### src/rtl/ternary_seq_ctrl.sv
// rtl/ternary_seq_ctrl.sv - job sequencer for a ternary-weight MAC: weight load, per-vector run, result drain
module ternary_seq_ctrl #(
    parameter int MAX_IN_LEN   = 16,
    parameter int MAX_OUT_LEN  = 8,
    parameter int LOAD_TIMEOUT = 64
) (
    input  logic                                              clk,
    input  logic                                              rst_n,
    input  logic                                              cfg_valid,
    input  logic [$clog2(MAX_IN_LEN)-1:0]                     cfg_in_len,
    input  logic [$clog2(MAX_OUT_LEN)-1:0]                    cfg_out_len,
    input  logic [7:0]                                        cfg_num_vec,
    input  logic                                              cfg_reuse,
    input  logic                                              abort,
    output logic                                              load_ena,
    output logic                                              load_phase,
    output logic [$clog2(MAX_IN_LEN)+$clog2(MAX_OUT_LEN)-1:0] load_param,
    input  logic                                              load_done,
    output logic                                              x_ready,
    input  logic                                              x_valid,
    output logic                                              mac_start,
    input  logic                                              mac_done,
    output logic                                              out_valid,
    output logic [$clog2(MAX_OUT_LEN)-1:0]                    out_sel,
    output logic                                              out_last,
    output logic [7:0]                                        vec_idx,
    output logic                                              busy,
    output logic                                              done,
    output logic                                              err
);
    localparam int IW = $clog2(MAX_IN_LEN);
    localparam int OW = $clog2(MAX_OUT_LEN);
    localparam int CW = $clog2(LOAD_TIMEOUT + 1);

    typedef enum logic [2:0] {S_IDLE, S_LOAD, S_WAIT_X, S_RUN, S_DRAIN} state_t;

    state_t          state_q;
    logic            weights_valid_q;
    logic [CW-1:0]   load_cnt_q;
    logic [IW-1:0]   in_len_q;
    logic [OW-1:0]   out_len_q;
    logic [7:0]      num_vec_q;
    logic            load_ena_q, load_phase_q, x_ready_q, mac_start_q;
    logic            out_valid_q, out_last_q, busy_q, done_q, err_q;
    logic [OW-1:0]   out_sel_q;
    logic [7:0]      vec_idx_q;

    always_ff @(posedge clk) begin
        if (!rst_n) begin
            state_q         <= S_IDLE;
            weights_valid_q <= 1'b0;
            load_cnt_q      <= '0;
            in_len_q        <= '0;
            out_len_q       <= '0;
            num_vec_q       <= '0;
            load_ena_q      <= 1'b0;
            load_phase_q    <= 1'b0;
            x_ready_q       <= 1'b0;
            mac_start_q     <= 1'b0;
            out_valid_q     <= 1'b0;
            out_sel_q       <= '0;
            out_last_q      <= 1'b0;
            vec_idx_q       <= '0;
            busy_q          <= 1'b0;
            done_q          <= 1'b0;
            err_q           <= 1'b0;
        end else begin
            done_q      <= 1'b0;
            err_q       <= 1'b0;
            mac_start_q <= 1'b0;
            if (abort) begin
                // Abort drops the job silently; only a partial load invalidates stored weights
                state_q      <= S_IDLE;
                load_cnt_q   <= '0;
                in_len_q     <= '0;
                out_len_q    <= '0;
                num_vec_q    <= '0;
                load_ena_q   <= 1'b0;
                load_phase_q <= 1'b0;
                x_ready_q    <= 1'b0;
                out_valid_q  <= 1'b0;
                out_sel_q    <= '0;
                out_last_q   <= 1'b0;
                vec_idx_q    <= '0;
                busy_q       <= 1'b0;
                if (state_q == S_LOAD) weights_valid_q <= 1'b0;
            end else begin
                case (state_q)
                    S_IDLE: begin
                        if (cfg_valid) begin
                            in_len_q   <= cfg_in_len;
                            out_len_q  <= cfg_out_len;
                            num_vec_q  <= cfg_num_vec;
                            vec_idx_q  <= '0;
                            busy_q     <= 1'b1;
                            load_cnt_q <= '0;
                            if (!cfg_reuse || !weights_valid_q) begin
                                state_q      <= S_LOAD;
                                load_ena_q   <= 1'b1;
                                load_phase_q <= 1'b0;
                            end else begin
                                state_q   <= S_WAIT_X;
                                x_ready_q <= 1'b1;
                            end
                        end
                    end
                    S_LOAD: begin
                        if (load_done) begin
                            state_q         <= S_WAIT_X;
                            weights_valid_q <= 1'b1;
                            load_ena_q      <= 1'b0;
                            load_phase_q    <= 1'b0;
                            x_ready_q       <= 1'b1;
                        end else if (load_cnt_q == CW'(LOAD_TIMEOUT - 1)) begin
                            state_q         <= S_IDLE;
                            err_q           <= 1'b1;
                            weights_valid_q <= 1'b0;
                            busy_q          <= 1'b0;
                            load_ena_q      <= 1'b0;
                            load_phase_q    <= 1'b0;
                            load_cnt_q      <= '0;
                        end else begin
                            load_cnt_q   <= load_cnt_q + 1'b1;
                            load_phase_q <= ~load_phase_q;
                        end
                    end
                    S_WAIT_X: begin
                        if (x_valid) begin
                            state_q     <= S_RUN;
                            x_ready_q   <= 1'b0;
                            mac_start_q <= 1'b1;
                        end
                    end
                    S_RUN: begin
                        if (mac_done) begin
                            state_q     <= S_DRAIN;
                            out_valid_q <= 1'b1;
                            out_sel_q   <= '0;
                            out_last_q  <= (out_len_q == '0);
                        end
                    end
                    S_DRAIN: begin
                        if (out_sel_q == out_len_q) begin
                            out_valid_q <= 1'b0;
                            out_sel_q   <= '0;
                            out_last_q  <= 1'b0;
                            if (vec_idx_q == num_vec_q) begin
                                state_q <= S_IDLE;
                                done_q  <= 1'b1;
                                busy_q  <= 1'b0;
                            end else begin
                                state_q   <= S_WAIT_X;
                                vec_idx_q <= vec_idx_q + 8'd1;
                                x_ready_q <= 1'b1;
                            end
                        end else begin
                            out_sel_q  <= out_sel_q + 1'b1;
                            out_last_q <= ((out_sel_q + 1'b1) == out_len_q);
                        end
                    end
                    default: state_q <= S_IDLE;
                endcase
            end
        end
    end

    assign load_ena   = load_ena_q;
    assign load_phase = load_phase_q;
    assign load_param = {in_len_q, out_len_q};
    assign x_ready    = x_ready_q;
    assign mac_start  = mac_start_q;
    assign out_valid  = out_valid_q;
    assign out_sel    = out_sel_q;
    assign out_last   = out_last_q;
    assign vec_idx    = vec_idx_q;
    assign busy       = busy_q;
    assign done       = done_q;
    assign err        = err_q;
endmodule

### config.mk
export PLATFORM = sky130hd
export DESIGN_NAME = ternary_seq_ctrl
export DESIGN_NICKNAME = d
export VERILOG_FILES = /design/src/rtl/ternary_seq_ctrl.sv
export SDC_FILE = /design/constraint.sdc
export NUM_CORES = 1
export LEC_CHECK = 0
export CORE_MARGIN = 1.5
export CORE_UTILIZATION = 50
export CTS_CLUSTER_DIAMETER = 100
export DETAILED_ROUTE_END_ITERATION = 12
export PLACE_DENSITY = 0.81
export SKIP_CTS_REPAIR_TIMING = 1
export SYNTH_ARGS = -nofsm -noshare
export SYNTH_HDL_FRONTEND = slang
export SYNTH_SLANG_ARGS = --single-unit
### constraint.sdc
create_clock -name clk -period 4 [get_ports clk]
set_input_delay 0.8 -clock clk [delete_from_list [all_inputs] [get_ports clk]]
set_output_delay 0.8 -clock clk [all_outputs]
set_load 0.03 [all_outputs]
Word-level counts from Yosys, hierarchy flattened:

Index checks and enable logic that the tools add are counted.

* bits in latches: 0
* output and inout port bits: 27
* input bits: 23
* bits in writable memories: 0
* register bits after elaboration: 46
* memories kept: 0
* word-level logic and storage cells: 127
* bits in read-only memories: 0

* shift operators: 0
* bitwise gates (word level): 6
* add/subtract/negate cells: 3
* multiply operators: 0
* order comparisons: 0
* reduce and logical (&&, ||, !) cells: 26
* mux-type cells: 55
* equal/unequal tests: 20
* divide/modulo/power cells: 0

Operators by type and width (count)
* $mux 1: 29
* $mux 3: 8
* $mux 8: 3
* $mux 7: 3
* $ne 2x2->1 const B: 10
* $pmux 8 s2: 1
* $pmux 3 s5: 1
* $pmux 7 s2: 1
* $reduce_and 3->1: 3
* $add 8x1->8 const B: 1
* $eq 8x8->1: 1
* $pmux 1 s2: 4
* $reduce_and 4->1: 2
* $reduce_or 4->1: 2
* $add 7x1->7 const B: 1
* $eq 7x6->1 const B: 1
* $reduce_and 7->1: 1
* $eq 3x2->1 const B: 2
* $eq 3x3->1: 2
* $logic_not 3->1: 2
* $not 1->1: 6
* $pmux 3 s2: 1
* $reduce_and 2->1: 3
* $reduce_and 6->1: 1
* other kinds (16): 21

Logic depth before layout (Yosys ltp):

Gate-level depths: netlist of run 1.

* depth in word-level cells: 5
* depth in mapped cells: 7
* depth with buffers taken out: 6

Worst setup path before layout of run 1:

Ideal clock, no wire load.

* path type: input to register
* from: in cfg_valid
* to: reg vec_idx_q[5] (netlist: vec_idx[5])
* setup time: 0.074 ns
* stages: 5
* data arrival time: 1.822 ns
* path slack: 2.104 ns
* required time: 3.926 ns
* path buffers: 0
* cells stage by stage: nand2b_1 > nor3_4 > nor2_2 > or4_1 > a31oi_1

* cells in the longest elaborated chain, start to end: 2

Ends and longest elaborated chain
* start, declared: RTL line 9 `input logic cfg_valid,`
* $ne 2x2->1 (no source line)
* $reduce_and 4->1 (no source line)
* end signal, assigned: RTL line 153 `vec_idx_q <= vec_idx_q + 8'd1;`
* end, declared: RTL line 46 `logic [7:0] vec_idx_q;`

No other way between the ends.
A chain may end at the register's enable or synchronous reset.

Worst setup path in the final report of run 1:

Ends and elaborated chain as after synthesis.

==> results of run 1 <==
flip-flops by register name (all words and copies together) (netlist names), 3 cells and up:
register,cells
in_len_q,4
out_len_q,3
state_q,3
num_vec_q,8
vec_idx,8
load_cnt_q,7
out_sel,3
layout by cell type (no fill, tap or decap), drive strengths merged, types with 3 or more instances in the layout:
| cell | n |
|---|---|
| and3 | 5 |
| nand3 | 10 |
| o21ai | 8 |
| mux2i | 3 |
| nor2 | 19 |
| ha | 3 |
| nand2 | 45 |
| clkbuf | 6 |
| nor4 | 3 |
| xor2 | 4 |
| nand2b | 10 |
| dfxtp | 46 |
| clkdlybuf4s50 | 49 |
| a21oi | 29 |
| a21boi | 3 |
| xnor2 | 14 |
| inv | 5 |
| nand4 | 5 |
| nor3 | 11 |
how the worst max path moves through the flow:
stage / from / to / slack [ns] / cells after the start
after global placement: cfg_valid / vec_idx[5] / 1.21 / 6
after floorplan: cfg_valid / vec_idx[5] / 2.10 / 5
final: cfg_valid / vec_idx[5] / 1.53 / 6
after CTS: cfg_valid / vec_idx[5] / 1.53 / 6
after detailed placement: cfg_valid / vec_idx[5] / 1.21 / 6
after global routing: cfg_valid / vec_idx[5] / 1.34 / 6
final cells by class:
cell class / instances / area, um^2 / share of cell area (%)
inverter: 5 / 18.8 / 0.665
sequential: 46 / 921 / 32.6
clock buffer: 6 / 82.6 / 2.93
multi-input combinational: 206 / 1220 / 43.1
timing repair buffer: 51 / 505 / 17.9
clock inverter: 2 / 12.5 / 0.443
tap: 52 / 65.1 / 2.31
logic make-up (layout without fill, tap and decap cells):
kind of cell | Yosys count | count (layout) | synth area share [%]
DFF | 46 | 46 | 41.6
xor gates and xnor gates | 18 | 18 | 7.13
AOI/OAI and AO/OA | 61 | 61 | 17.3
adders and majority gates | 3 | 3 | 1.70
buffers and inverters | 17 | 64 | 3.39
and+or+nand+nor | 121 | 121 | 27.5
muxes | 3 | 3 | 1.36
metal layers:
metal | track usage, % | up-vias | wire [um]
met2 | 31.8 | 50 | 2170
met1 | 29.0 | 925 | 2370
li1 | - | 1044 | -
met4 | 7.63 | 0 | 72
met5 | 0 | - | 0
met3 | 5.09 | 7 | 232
through the flow:
| stage | cells | area (um^2) | hold WS, ns |
|---|---|---|---|
| 2_1_floorplan | 269 | 2210 | 0.450 |
| 3_5_place_dp | 360 | 2730 | 0.451 |
| 3_3_place_gp | 360 | 2730 | 0.444 |
| 5_1_grt | 368 | 2820 | 0.500 |
| 4_1_cts | 368 | 2820 | 0.466 |
| 6_report | 368 | 2820 | 0.462 |
where the power goes:
part | switching (mW) | internal (mW) | total (mW) | leakage [nW]
registers | 0.00901 | 0.466 | 0.475 | 0.372
logic | 0.0564 | 0.0476 | 0.104 | 0.564
clock network | 0.155 | 0.139 | 0.294 | 0.0472
worst register-to-register path, cell delays in order, from the launching register on:
cell and delay, ns:
dfxtp_1 0.56, nor3b_4 0.38, and4_1 0.37, nor2_2 0.07
or4_1 0.48, a31oi_1 0.16
==> reports/metrics.cfg, run 1 <==
[outcome]
status = completed

[critical_path]
critPathKind = in -> reg
crit_buf_inv = 1
slowest_delay_ns = 0.53
path_cells = clkdlybuf4s50_1 -> nand2b_1 -> nor3_4 -> nor2_2 -> or4_1 -> a31oi_1
r2r_cells = 5
startpoint_type = primary input
path_delay_family = simple AND/OR/NAND/NOR gates
path_max_fanout = 18
end_kind = register
r2r_slack_ns = 1.91
r2r-start = state_q[2]
worstPathRequired_ns = 4.24
arrival_ns = 2.71
r2r-end = vec_idx[5]
slowest_stage = nor3_4

[cts]
numCtsBuffers = 5
path_clk_slew_ns = 0.08
cts_sinks = 46
clk_path_buf_depth = 2
clk_latency_ns = 0.30
cts-root-buf = clkbuf_8
cts_tree = built
cts_htree_levels = 2

[yosys]
synth_common_cells = 46 x dfxtp_1, 45 x nand2_1, 29 x a21oi_1
yosysWarningCount = 0
yosysSeqAreaShare_pct = 41.6
async_flop_share_pct = 0
synth_edf_count = 0
synth.most_common_cell = dfxtp_1
yosysUniqueCellTypes = 49
synth.top_cell.area_share_pct = 41.6
ys_ff_latch = 46
yosys-top-cells-area = dfxtp_1 42%, nand2_1 7.6%, a21oi_1 6.6%, xnor2_1 5.5%, nor2_1 3.1%
netlist.top_cell.by_area = dfxtp_1
synth_nets = 295
syn_inst = 269
synth.avg_cell_area_um2 = 8.22
syn_area_um2 = 2210
synth_flop_cell = dfxtp_1

[finish]
nFillCells = 383
area_delta_synth_final_pct = 27.5
nets = 341
n_antenna_cell = 0
layout-drive-gt1-share_pct = 4.75
finish.utilization_pct = 65.7

[route]
drc_errors = 0
drt_first_pass_iters = 4
wl_um = 4850
drt_iter0_markers = 170
antenna_left = 0
viasPerCell = 5.51
num_vias = 2026
wl_per_cell_um = 13.2

[power_and_ir_drop]
finalPower_mw = 0.872
irDropWorstVdd_mv = 0.210
leakage_nw = 0.983
power_density_nw_per_um2 = 309

[floorplanning]
die_area_um2 = 4830
core.rowCount = 24
die_y_um = 69.5
start_util_pct = 51.5
core_um2 = 4290
num_io_pins = 50
die_x_um = 69.5

[sta]
fin_ws_ns = 1.53
finalCritPeriodShare_pct = 61.9
rsz0062_at_grt = no
slew_headroom_pct = 55.6
min_period_ns = 2.47
drv_slew = 0
timing.fmax_ghz = 0.404
setup_violations = 0
worst_pin_slew_ns = 0.664
final.setup_skew_ns = 0.00279
tns_ns = 0
hold_violations = 0

[worst_hold_path]
hp-start = in_len_q[1]
hold_path.class = reg -> reg
whs_path_depth = 2
whs_endpoint = in_len_q[1]

[global_route]
antenna_found_initial = 0
grt_pass1_vias = 1801
grt_usage_pct = 20.9
grt_max_degree = 19
grt_overflow = 0
grt_pass1_wl_um = 8160

[run]
drv_cap = 0

[placement]
routabilityCongestion = 0.829
pre_cts_slack_ns = 1.21
hpwl_um = 3490
io_buffers = 49

Power figures use the tool's default switching activity.
==> inputs of run 2 (changes only) <==
==> constraint.sdc (replaced) <==
create_clock -name clk -period 2.6 [get_ports clk]
set_input_delay 0.52 -clock clk [delete_from_list [all_inputs] [get_ports clk]]
set_output_delay 0.52 -clock clk [all_outputs]
set_load 0.03 [all_outputs]
==> run 2 against run 1 <==
Global-route usage rose by 1.3 points. Clock-buffer cell count fell by 1. Sequential power is 53% higher. Cell count up 0.82%. Power grew 63%. Combinational power rose by 64%. Die area is the same. Sequential share of layout area down 0.41 points.
==> reports/metrics.cfg, run 2 (synthesis gave the netlist of run 1 again) <==
[sta]
min_period_ns = 2.12
timing.fmax_ghz = 0.471
final.setup_skew_ns = 0.00758  ; +0.00479 ns
finalCritPeriodShare_pct = 81.7
worst_pin_slew_ns = 0.545  ; -0.119 ns
slew_headroom_pct = 63.4  ; +7.8 points
setup_violations = 0  ; unchanged
hold_violations = 0  ; unchanged
rsz0062_at_grt = no
tns_ns = 0  ; unchanged
drv_slew = 0  ; unchanged

[floorplanning]
die_y_um = 69.5  ; unchanged
num_io_pins = 50  ; unchanged
die_area_um2 = 4830  ; unchanged
core.rowCount = 24  ; unchanged
die_x_um = 69.5  ; unchanged
core_um2 = 4290  ; unchanged
start_util_pct = 51.5  ; unchanged

[critical_path]
end_kind = register
r2r-end = vec_idx[4]
r2r_slack_ns = 0.48  ; -1.43 ns
critPathKind = reg -> reg
worstPathRequired_ns = 2.85  ; -1.39 ns
r2r-start = state_q[2]
path_max_fanout = 12  ; -6
startpoint_type = register
arrival_ns = 2.37  ; -0.34 ns
r2r_cells = 5  ; unchanged

[power_and_ir_drop]
leakage_nw = 1.01  ; +2.6%
irDropWorstVdd_mv = 0.347  ; +65%
power_density_nw_per_um2 = 497  ; +61%

[route]
drt_iter0_markers = 176  ; +3.5%
drt_first_pass_iters = 5  ; +1
num_vias = 2082  ; +2.8%
viasPerCell = 5.61  ; +1.9%
wl_um = 5210  ; +7.6%
drc_errors = 0  ; unchanged
wl_per_cell_um = 14.1  ; +6.7%
antenna_left = 0  ; unchanged

[global_route]
use_met2_pct = 33.9  ; +2.0 points
grt_pass1_vias = 1889  ; +4.9%
grt_max_degree = 18  ; -1
grt_usage_pct = 22.2  ; +1.3 points
grt_use_met3_pct = 4.94  ; -0.15 points
grt_overflow = 0  ; unchanged
antenna_found_initial = 0  ; unchanged
grt_pass1_wl_um = 8710  ; +6.8%
met1_usage_pct = 31.1  ; +2.1 points
grt.busiest_layer = met2

[cts]
cts_tree = built
clk_latency_ns = 0.30  ; about the same
clk_path_buf_depth = 2  ; unchanged
cts_htree_levels = 2  ; unchanged
numCtsBuffers = 5  ; unchanged
cts_sinks = 46  ; unchanged
path_clk_slew_ns = 0.09  ; about the same
cts-root-buf = clkbuf_8

[placement]
placed_cell_area_um2 = 2750  ; +0.83%
io_buffers = 49  ; unchanged
routabilityCongestion = 0.901  ; +8.7%
hpwl_um = 3700  ; +6.1%

[finish]
layout-drive-gt1-share_pct = 5.64  ; +0.90 points
nets = 344  ; +0.88%
n_antenna_cell = 0  ; unchanged
mostFrequentLayoutCell = clkdlybuf4s50_1
final_cell_mix = 49 x clkdlybuf4s50_1, 46 x dfxtp_1, 45 x nand2_1
final_area_um2 = 2860  ; +1.3%
area_delta_synth_final_pct = 29.2

[worst_hold_path]
hold_path.class = reg -> reg
hp-start = in_len_q[3]
whs_path_depth = 2  ; unchanged
whs_endpoint = in_len_q[3]

[outcome]
status = completed

[run]
drv_cap = 0  ; unchanged

[run 2: critical path, cell delays in order (launching register included)]
cell	delay, ns
dfxtp_1	0.58
nor3b_4	0.40
and4_1	0.38
nand2_1	0.15
or4_1	0.49
nand3_1	0.07
[run 2: final cells by class]
cell class,count,area [um^2]
fillers,385,1440
multi-input cells,206,1220
flip-flops and latches,46,921
repair buffers,54,528
clock buffers,5,68.8
well taps,52,65.1
clock inverters,3,40.0
inverters,5,18.8
[run 2: how the worst max path moves through the flow]
stage	startpoint	end	slack, ns
2_1_floorplan	out_len_q[2]	vec_idx[5]	0.80
3_3_place_gp	load_done	x_ready	0.50
3_5_place_dp	load_done	load_cnt_q[3]	0.47
4_1_cts	state_q[2]	vec_idx[5]	0.51
5_1_grt	state_q[2]	vec_idx[5]	0.35
6_report	state_q[2]	vec_idx[4]	0.48
[run 2: per-layer routing]
layer	part of all wire (%)	routed length, um
met4	2.0	102
met5	0	0
met2	46	2390
met1	46	2420
met3	5.7	297
[run 2: power breakdown]
part | internal [mW] | total, mW | switching [mW]
Clock | 0.283 | 0.524 | 0.241
Sequential | 0.716 | 0.727 | 0.0104
Combinational | 0.0768 | 0.171 | 0.0943
Total | 1.08 | 1.42 | 0.345
[run 2: metrics by stage]
stage          power (mW)  cells  utilization [%]  hold slack, ns  setup slack [ns]
6_report             1.42    371             66.6           0.457             0.477
3_3_place_gp        0.909    363             64.0           0.443             0.497
5_1_grt              1.47    371             66.6           0.492             0.350
3_5_place_dp        0.913    363             64.0           0.449             0.466
4_1_cts              1.43    371             66.6           0.461             0.509
2_1_floorplan       0.839    269                -           0.450             0.801
==> patch: new RTL, settings of run 1 <==
Set the parameter `MAX_OUT_LEN` to 16 (it was 8).
--- a/src/rtl/ternary_seq_ctrl.sv
+++ b/src/rtl/ternary_seq_ctrl.sv
@@ -1,7 +1,7 @@
 // rtl/ternary_seq_ctrl.sv - job sequencer for a ternary-weight MAC: weight load, per-vector run, result drain
 module ternary_seq_ctrl #(
     parameter int MAX_IN_LEN   = 16,
-    parameter int MAX_OUT_LEN  = 8,
+    parameter int MAX_OUT_LEN  = 16,
     parameter int LOAD_TIMEOUT = 64
 ) (
     input  logic                                              clk,
Ports: changed (resized cfg_out_len, load_param and out_sel); port bits go from 50 to 53. No check against the original RTL was run, so the function may have changed too.
==> patch against run 1 <==
- the flow now finishes with violations (DRC)
- total power rose by 14%
- synthesized cell count up 3.3%
- routed wire length up 8.6%
- design area grew 6.2%
- worst hold slack hardly changed
- sequential cell count up 2
- synthesized area up 6.1%
- setup slack worse by 0.17 ns
- clock power grew 24%
- largest power group unchanged
==> patch: results (changes against run 1) <==
The count of fill cells added during filler insertion was 370 (-3.4%). The port buffer count is 52 (+6.1%). The maximum number of pins on one net before global-route repair came out at 24 (+5). The proportion of synthesized chip area in sequential cells is 0.409 (-0.00691). The clock skew is 0.00776 ns (+0.00497 ns).

After synthesis, the cell types taking the most area are sky130_fd_sc_hd__dfxtp_1 41%, sky130_fd_sc_hd__nand2_1 8.3%, sky130_fd_sc_hd__a21oi_1 7.0%, sky130_fd_sc_hd__xnor2_1 5.6%, sky130_fd_sc_hd__nor2_1 3.2%. The post-synthesis net count is 305 (+3.4%). The final HPWL from detailed placement came out at 3770 µm (+8.1%). The total global-route track usage came out at 0.206 (-0.00307). The top achievable clock speed was 378 MHz (-6.4%).

The run finished, with violations left. The worst setup slack for register-to-register paths is 1.76 ns (-0.15 ns). The placed cell count came out at 370 (+2.8%). The layout net count was 352 (+3.2%).

The synthesized area divided by synthesized cell count is 8.44 µm² (+2.7%). The placement-stage worst setup slack is 1.03 ns (-0.174 ns). By count the netlist is led by 52 x sky130_fd_sc_hd__nand2_1, 48 x sky130_fd_sc_hd__dfxtp_1, 33 x sky130_fd_sc_hd__a21oi_1. The routed wire length came out at 5260 µm (+8.6%). The data arrival time of the critical path came out at 2.83 ns (+0.12 ns). The number of detailed-routing iterations run before antenna repair is 8 (+4). The number of global-route vias before repair was 1,881 (+4.4%).

The number of distinct library cells after synthesis came out at 45 (-8.2%). The via count of the routed design is 2,128 (+5.0%). The cell leakage power came to 0.977 nW (-0.69%). The post-detailed-route DRC marker count is 4 (+4). The initial detailed-routing violation count is 109 (-36%). The first-pass GRT wire length is 8420 µm (+3.3%). The peak fanout along the critical path is 23 (+5). The largest vdd supply drop came to 0.000213 V (+1.4%). The deepest level of the CTS H-tree came out at 2 (unchanged). The switching share of power is 0.247 (-0.00605).

The layout cell share with drive strength beyond 1 came to 0.0644 (+0.0169). The capture instance of the worst register-to-register path is load_cnt_q[5]$_SDFFE_PP0P_. The worst register-to-register path begins at state_q[1]$_SDFFE_PP0P_. The checks that failed: DRC.

The final weighted congestion in routability-driven placement was 0.855 (+3.1%).
patch: worst max-delay path by stage:
stage,from,to
after floorplan,cfg_valid,vec_idx[3]$_SDFFE_PP0P_
after CTS,cfg_valid,load_cnt_q[5]$_SDFFE_PP0P_
after global placement,cfg_valid,load_cnt_q[3]$_SDFFE_PP0P_
after detailed placement,cfg_valid,load_cnt_q[5]$_SDFFE_PP0P_
final,cfg_valid,load_cnt_q[5]$_SDFFE_PP0P_
after global routing,cfg_valid,load_cnt_q[5]$_SDFFE_PP0P_
patch: power groups by stage:
stage	Sequential, mW	Clock [mW]	Combinational [mW]
floorplan	0.515	0	0.0761
global placement	0.510	0	0.126
detailed placement	0.510	0	0.128
CTS	0.499	0.367	0.129
global route	0.500	0.396	0.141
finish	0.499	0.365	0.129
patch: stage by stage:
step           area (µm²)  total power, mW   util  hold WS (ns)
6_report             3000            0.992  0.674         0.462
5_1_grt              3000             1.04  0.674         0.484
4_1_cts              3000            0.995  0.674         0.465
3_5_place_dp         2880            0.638  0.647         0.450
3_3_place_gp         2880            0.636  0.647         0.444
2_1_floorplan        2350            0.591      -         0.449
patch: area by class of cell:
cell class / count / area (µm²) / share of cell area
Multi-Input combinational cell: 212 / 1300 / 0.433
Sequential cell: 48 / 961 / 0.321
Timing Repair Buffer: 54 / 536 / 0.179
Clock buffer: 6 / 82.6 / 0.0276
Tap cell: 52 / 65.1 / 0.0217
Clock inverter: 2 / 38.8 / 0.0129
Inverter: 4 / 15.0 / 0.00501
patch: routing by layer:
| metal | track usage | wire length (µm) | vias to the layer above | share of wire |
|---|---|---|---|---|
| met1 | 0.277 | 2440 | 1009 | 0.46 |
| li1 | - | - | 1067 | - |
| met5 | 0 | 0 | - | 0 |
| met3 | 0.0478 | 199 | 5 | 0.038 |
| met4 | 0.0566 | 48 | 0 | 0.0091 |
| met2 | 0.336 | 2570 | 47 | 0.49 |
patch: kinds of logic (layout without fill, tap and decap cells):
kind of cell	Yosys count	in the layout	synth area share
adders and majority gates	3	3	0.0160
DFF	48	48	0.409
and+or+nand+nor	120	120	0.251
buffers and inverters	18	66	0.0373
xor gates and xnor gates	20	20	0.0778
AOI/OAI and AO/OA	63	63	0.182
muxes	6	6	0.0267
patch: critical path, cell delays in order:
cell and delay (ns):
sky130_fd_sc_hd__clkdlybuf4s50_1 0.49, sky130_fd_sc_hd__or4b_1 0.86, sky130_fd_sc_hd__a21oi_1 0.36, sky130_fd_sc_hd__nand3_1 0.12
sky130_fd_sc_hd__xor2_1 0.14, sky130_fd_sc_hd__nor2_1 0.05
